--- config.mk ---
export PLATFORM = sky130hd
export DESIGN_NAME = prog_ctr_flat
export DESIGN_NICKNAME = d
export VERILOG_FILES = /design/src/rtl/prog_ctr_if.sv /design/src/rtl/prog_ctr.sv /design/src/flat_wrapper.sv
export SDC_FILE = /design/constraint.sdc
export NUM_CORES = 1
export LEC_CHECK = 0
export BUFFER_PORTS_ARGS = -buffer_cell sky130_fd_sc_hd__buf_2
export CAP_MARGIN = 10
export CORE_MARGIN = 3
export CORE_UTILIZATION = 57
export DETAILED_ROUTE_END_ITERATION = 8
export PLACE_DENSITY_LB_ADDON = 0.25
export SLEW_MARGIN = 20
export SYNTH_ARGS = -nofsm -noshare
export SYNTH_HDL_FRONTEND = slang
export SYNTH_SLANG_ARGS = --single-unit
export TNS_END_PERCENT = 30
--- constraint.sdc ---
create_clock -name clk -period 5.7 [get_ports clk]
set_input_delay 0.855 -clock clk [delete_from_list [all_inputs] [get_ports clk]]
set_output_delay 0.855 -clock clk [all_outputs]
set_load 0.005 [all_outputs]
--- src/rtl/prog_ctr_if.sv ---
// Fetch/run-control bundle between the program counter and its environment
// (decode, branch-target LUT, run control).
interface prog_ctr_if #(
  parameter int PC_W  = 10,
  parameter int PTR_W = 5,
  parameter int CNT_W = 16
);
  logic             start;
  logic             stall;
  logic             halt;
  logic             branch_en;
  logic             jump_en;
  logic [PTR_W-1:0] branch_ptr;
  logic [7:0]       lut_addr;
  logic [PC_W-1:0]  lut_target;
  logic [PC_W-1:0]  pc;
  logic             running;
  logic             done;
  logic             err;
  logic [CNT_W-1:0] instr_count;
  logic [CNT_W-1:0] cycle_count;

  modport master (
    output start, stall, halt, branch_en, jump_en, branch_ptr, lut_target,
    input  lut_addr, pc, running, done, err, instr_count, cycle_count
  );

  modport slave (
    input  start, stall, halt, branch_en, jump_en, branch_ptr, lut_target,
    output lut_addr, pc, running, done, err, instr_count, cycle_count
  );
endinterface

--- src/rtl/prog_ctr.sv ---
// Program counter and fetch sequencer: walks the PC, redirects through the
// branch-target LUT, and tracks retired instructions and run cycles.
module prog_ctr #(
  parameter int PC_W        = 10,
  parameter int PTR_W       = 5,
  parameter int NUM_TARGETS = 23,
  parameter int START_ADDR  = 0,
  parameter int CNT_W       = 16
) (
  input  logic        clk,
  input  logic        rst_n,
  prog_ctr_if.slave   bus
);

  typedef enum logic [1:0] {
    IDLE = 2'd0,
    RUN  = 2'd1,
    DONE = 2'd2
  } state_t;

  localparam logic [PC_W-1:0] StartPc = PC_W'(START_ADDR);
  localparam logic [PC_W-1:0] PcMax   = '1;
  localparam logic [PTR_W:0]  NumTgt  = (PTR_W+1)'(NUM_TARGETS);

  state_t           state_q, state_d;
  logic [PC_W-1:0]  pc_q, pc_d;
  logic [CNT_W-1:0] instr_q, instr_d;
  logic [CNT_W-1:0] cycle_q, cycle_d;
  logic             err_q, err_d;

  logic             redirect;
  logic             bad_ptr;
  logic [CNT_W-1:0] instr_sat;
  logic [CNT_W-1:0] cycle_sat;

  assign redirect  = bus.branch_en | bus.jump_en;
  assign bad_ptr   = {1'b0, bus.branch_ptr} >= NumTgt;
  assign instr_sat = (instr_q == '1) ? instr_q : instr_q + CNT_W'(1);
  assign cycle_sat = (cycle_q == '1) ? cycle_q : cycle_q + CNT_W'(1);

  always_ff @(posedge clk or negedge rst_n) begin
    if (!rst_n) begin
      state_q <= IDLE;
      pc_q    <= StartPc;
      instr_q <= '0;
      cycle_q <= '0;
      err_q   <= 1'b0;
    end else begin
      state_q <= state_d;
      pc_q    <= pc_d;
      instr_q <= instr_d;
      cycle_q <= cycle_d;
      err_q   <= err_d;
    end
  end

  // Stall outranks halt, halt outranks any redirect. A bad pointer or a PC
  // that would run off the top ends the run with Err instead of wrapping,
  // and the LUT output is never loaded in the bad-pointer case.
  always_comb begin
    state_d = state_q;
    pc_d    = pc_q;
    instr_d = instr_q;
    cycle_d = cycle_q;
    err_d   = err_q;
    unique case (state_q)
      IDLE, DONE: begin
        if (bus.start) begin
          state_d = RUN;
          pc_d    = StartPc;
          instr_d = '0;
          cycle_d = '0;
          err_d   = 1'b0;
        end
      end
      RUN: begin
        cycle_d = cycle_sat;
        if (!bus.stall) begin
          if (bus.halt) begin
            state_d = DONE;
            instr_d = instr_sat;
          end else if (redirect) begin
            if (bad_ptr) begin
              state_d = DONE;
              err_d   = 1'b1;
            end else begin
              pc_d    = bus.lut_target;
              instr_d = instr_sat;
            end
          end else if (pc_q == PcMax) begin
            state_d = DONE;
            err_d   = 1'b1;
          end else begin
            pc_d    = pc_q + PC_W'(1);
            instr_d = instr_sat;
          end
        end
      end
      default: state_d = IDLE;
    endcase
  end

  assign bus.lut_addr    = {{(8-PTR_W){1'b0}}, bus.branch_ptr};
  assign bus.pc          = pc_q;
  assign bus.running     = (state_q == RUN);
  assign bus.done        = (state_q == DONE);
  assign bus.err         = err_q;
  assign bus.instr_count = instr_q;
  assign bus.cycle_count = cycle_q;

endmodule
--- src/flat_wrapper.sv ---
// flat-port wrapper written by rule: the top's interface ports become plain ports
module prog_ctr_flat 
#(
  parameter int PC_W        = 10,
  parameter int PTR_W       = 5,
  parameter int NUM_TARGETS = 23,
  parameter int START_ADDR  = 0,
  parameter int CNT_W       = 16
)
  (clk, rst_n, bus_start, bus_stall, bus_halt, bus_branch_en, bus_jump_en, bus_branch_ptr, bus_lut_target, bus_lut_addr, bus_pc, bus_running, bus_done, bus_err, bus_instr_count, bus_cycle_count);
  prog_ctr_if #(.PC_W(PC_W), .PTR_W(PTR_W), .CNT_W(CNT_W)) bus_i ();
  input  logic clk;
  input  logic rst_n;
  input wire logic [$bits(bus_i.start)-1:0] bus_start;
  input wire logic [$bits(bus_i.stall)-1:0] bus_stall;
  input wire logic [$bits(bus_i.halt)-1:0] bus_halt;
  input wire logic [$bits(bus_i.branch_en)-1:0] bus_branch_en;
  input wire logic [$bits(bus_i.jump_en)-1:0] bus_jump_en;
  input wire logic [$bits(bus_i.branch_ptr)-1:0] bus_branch_ptr;
  input wire logic [$bits(bus_i.lut_target)-1:0] bus_lut_target;
  output wire logic [$bits(bus_i.lut_addr)-1:0] bus_lut_addr;
  output wire logic [$bits(bus_i.pc)-1:0] bus_pc;
  output wire logic [$bits(bus_i.running)-1:0] bus_running;
  output wire logic [$bits(bus_i.done)-1:0] bus_done;
  output wire logic [$bits(bus_i.err)-1:0] bus_err;
  output wire logic [$bits(bus_i.instr_count)-1:0] bus_instr_count;
  output wire logic [$bits(bus_i.cycle_count)-1:0] bus_cycle_count;
  assign bus_i.start = bus_start;
  assign bus_i.stall = bus_stall;
  assign bus_i.halt = bus_halt;
  assign bus_i.branch_en = bus_branch_en;
  assign bus_i.jump_en = bus_jump_en;
  assign bus_i.branch_ptr = bus_branch_ptr;
  assign bus_i.lut_target = bus_lut_target;
  assign bus_lut_addr = bus_i.lut_addr;
  assign bus_pc = bus_i.pc;
  assign bus_running = bus_i.running;
  assign bus_done = bus_i.done;
  assign bus_err = bus_i.err;
  assign bus_instr_count = bus_i.instr_count;
  assign bus_cycle_count = bus_i.cycle_count;
  prog_ctr #(.PC_W(PC_W), .PTR_W(PTR_W), .NUM_TARGETS(NUM_TARGETS), .START_ADDR(START_ADDR), .CNT_W(CNT_W)) u_core (.clk(clk), .rst_n(rst_n), .bus(bus_i));
endmodule
==> summary.md <==
| Metric | Value |
|---|---|
| Arr. time, crit path | `around 3.1 ns` |
| Clk pin slew, worst setup/hold paths | `roughly 0.09 ns` |
| Met3 GRT Util | `0.0458` |
| Pins Over Slew Limit | `0` |
| Worst Path Buf+Inv | `1` |
| Depth of the most critical reg-to-reg path | `6` |
| Ys async rst share | `1.00` |
| Share of cells above drive strength 1 | `0.244` |
| Design area | `3270 um^2` |
| Sw Ratio | `0.437` |
| Status | `complete, no violations` |
| Final Cycle Share | `0.519` |
| Average size of a mapped cell | `approximately 8.6 um^2` |
| Placed cells | `approximately 450` |
| Max_cap viols | `0` |
| Critical Path Fanout Max | `20` |
| CTS HTree Levels | `2` |
| Hold path cells | `1` |
| GR Layer Usage met1 | `0.317` |
| P_sw | `0.544 mW` |
| Die Height | `just under 80 um` |
| Maximum vdd ir drop | `approximately 0.00019 V` |
| Final-report hold violation count | `0` |
| Final non-filler cell total | `between 400 and 500` |
| Clock power frac | `0.169` |
| Vias in the first global route | `about 2,600` |
| Input/output buffers | `71` |
| FILL cells | `421` |
| Post-synth top flop | `dfrtp_1` |
| Least-Margin Pin Slew | `about 0.82 ns` |
| # hold bufs at CTS | `0` |
| Die area | `5920 um^2` |
| Hpwl dp | `about 5000 um` |
| Total track usage | `0.243` |
| CP max stage cell | `o211ai_2` |
| Sequential area share after synthesis | `0.393` |
| Vias post-DR | `2,829` |
| First-pass GRT wire length | `approximately 12,000 um` |
| Sink Count | `45` |
| Post-synth EDFFs | `0` |
| Most common cell after layout, fill and taps aside | `buf_2` |
| CP cell instances | `nand2b_1 > inv_4 > nand4b_1 > o211ai_2 > or2_2 > o211ai_1` |
| Clk_skew | `between 0.01 and 0.015 ns` |
| Most frequent cells in the layout | `70 x buf_2, 45 x dfrtp_1, 37 x nand2_1` |
| Area after DPL | `3150 um^2` |
| Register Area | `1130 um^2` |
| Remaining DRCs | `0` |
| DRT Pass-1 Iters | `7` |
| Comb power frac | `0.424` |
| Multi-input gate area | `~1600 um^2` |
| Total routed wirelength | `7120 um` |
| Starting Density | `0.599` |
| CP Launch Type | `flop` |
| Max stage delay on crit path | `0.70 ns` |
| Final setup fails | `0` |
| Largest net degree at the start of global routing | `46` |
| Most Crowded Layer GR | `met2` |
| Syn. warnings | `0` |
| Unrepaired setup endpoints after global routing | `false` |
| TritonCTS Buffers | `5` |
| CP Class | `flop to flop` |
| CTS tree | `yes` |
| Post-CTS Setup Inserts | `0` |
| Period minus WS final | `2.96 ns` |
| Top achievable clock speed | `around 340 MHz` |
| Post-CTS sizing | `0` |
| GRT overflow | `0` |
| Worst path required time | `5.87 ns` |
| Pleak | `about 1.5 nW` |
| Area Growth Syn to Fin | `13.9%` |
| Mapped Area | `around 2900 um^2` |
| Final nets | `slightly above 400` |
| Via density | `just over 6` |
| GPL Wtd Cong | `0.863` |
| Synthesis-stage register bit count | `45` |
| Hold WS | `0.535 ns` |
| Die Width | `~77 um` |
| # diodes | `0` |
| Worst setup EP type | `flop` |
| Clk Latency, worst-skew pair | `0.30 ns` |
| Drt initial violations | `261` |
| Met2 usage | `0.390` |
| Synthesized instance count | `335` |
| Synth unique cells | `57` |
| Flop pwr share | `0.406` |
| Core area | `roughly 4800 um^2` |
| Initial antenna violation count | `0` |
| Final ANT Viol Nets | `0` |
| # IOs | `75` |
| Row count | `25` |
| Worst hold path class | `flop to flop` |
| Stages on worst setup path | `6` |
| Avg WL per Cell | `between 15 and 20 um` |
| Max_slew headroom | `0.452` |
| Pint | `around 0.7 mW` |
| Setup TNS | `0 ns` |
| PD cells | `approximately 380 nW/um^2` |
| Clock Tree Buf Depth | `2` |
| Root Driver | `clkbuf_8` |
| Critical path's top delay family | `simple AND/OR/NAND/NOR gates` |
## worst reg2reg max path, stage by stage, from the launching register on
cell and delay (ns):
dfrtp_1 0.66, nand2b_1 0.52, inv_4 0.33, nand4b_1 0.21, o211ai_2 0.70, or2_2 0.30, o211ai_1 0.11
## per-layer routing
layer  share of wire  up-vias
met4           0.020        0
met2            0.48      126
met5               0        -
li1                -     1346
met1            0.43     1343
met3           0.068       14
## path summary, 6_finish.rpt
kind                                             from                         end  slack (ns)
max reg2reg                         u_core.state_q[0]   u_core.bus.instr_count[0]        2.74
min                        u_core.bus.cycle_count[10]  u_core.bus.cycle_count[10]        0.53
min reg2reg                u_core.bus.cycle_count[10]  u_core.bus.cycle_count[10]        0.53
max                                 u_core.state_q[0]   u_core.bus.instr_count[0]        2.74
max in group asynchronous                       rst_n            u_core.bus.pc[5]        4.75
min in group asynchronous                       rst_n   u_core.bus.cycle_count[9]        0.55
## state kept, by name (all words and copies together), names as in the netlist
signal and count:
u_core.bus.instr_count 16, u_core.state_q 2, u_core.bus.cycle_count 16, u_core.bus.err 1, u_core.bus.pc 10
## synthesized netlist by cell type (all sizes together), types with 3 or more instances
library cell / instances / share of area
nand2: 37 / 0.048
dfrtp: 45 / 0.39
o22a: 4 / 0.012
nand4: 10 / 0.022
a22oi: 4 / 0.010
a31oi: 7 / 0.015
o211ai: 4 / 0.012
and2: 8 / 0.017
nor3: 7 / 0.012
clkbuf: 8 / 0.010
or2: 3 / 0.0065
nand3: 18 / 0.031
buf: 19 / 0.046
inv: 10 / 0.014
o21ai: 34 / 0.059
or3: 4 / 0.010
ha: 3 / 0.013
a21oi: 16 / 0.032
o31ai: 20 / 0.059
nor4: 6 / 0.018
nand2b: 4 / 0.0087
nor2: 28 / 0.037
## kinds of logic after synthesis
group | share of synthesized area
buffers and inverters | 0.0707
AND/OR/NAND/NOR | 0.261
adder cells (fa/ha/maj) | 0.0131
AO/OA/AOI/OAI | 0.257
other | 0.00131
flip-flops | 0.393
multiplexers | 0.00393
## final cells by class
class                      instances  area share
timing repair buffer              72       0.112
multi-input combinational        255       0.476
sequential                        45       0.345
inverter                          10      0.0123
clock buffer                       6      0.0253
clock inverter                     2     0.00421
tap                               67      0.0257
## power by group through the flow
stage / registers, mW / clock network, mW / logic (mW)
floorplan: 0.478 / 0 / 0.399
global placement: 0.506 / 0 / 0.508
detailed placement: 0.510 / 0 / 0.520
CTS: 0.505 / 0.215 / 0.523
global route: 0.524 / 0.231 / 0.586
finish: 0.506 / 0.211 / 0.529
## per-stage QoR
| stage | util | worst slack [ns] | power, mW |
|---|---|---|---|
| 2_1_floorplan | - | 3.57 | 0.877 |
| 3_3_place_gp | 0.659 | 2.68 | 1.01 |
| 3_5_place_dp | 0.659 | 2.55 | 1.03 |
| 4_1_cts | 0.679 | 2.51 | 1.24 |
| 5_1_grt | 0.683 | 2.50 | 1.34 |
| 6_report | 0.683 | 2.74 | 1.25 |
Note: power is estimated with default switching activity, not from simulation.
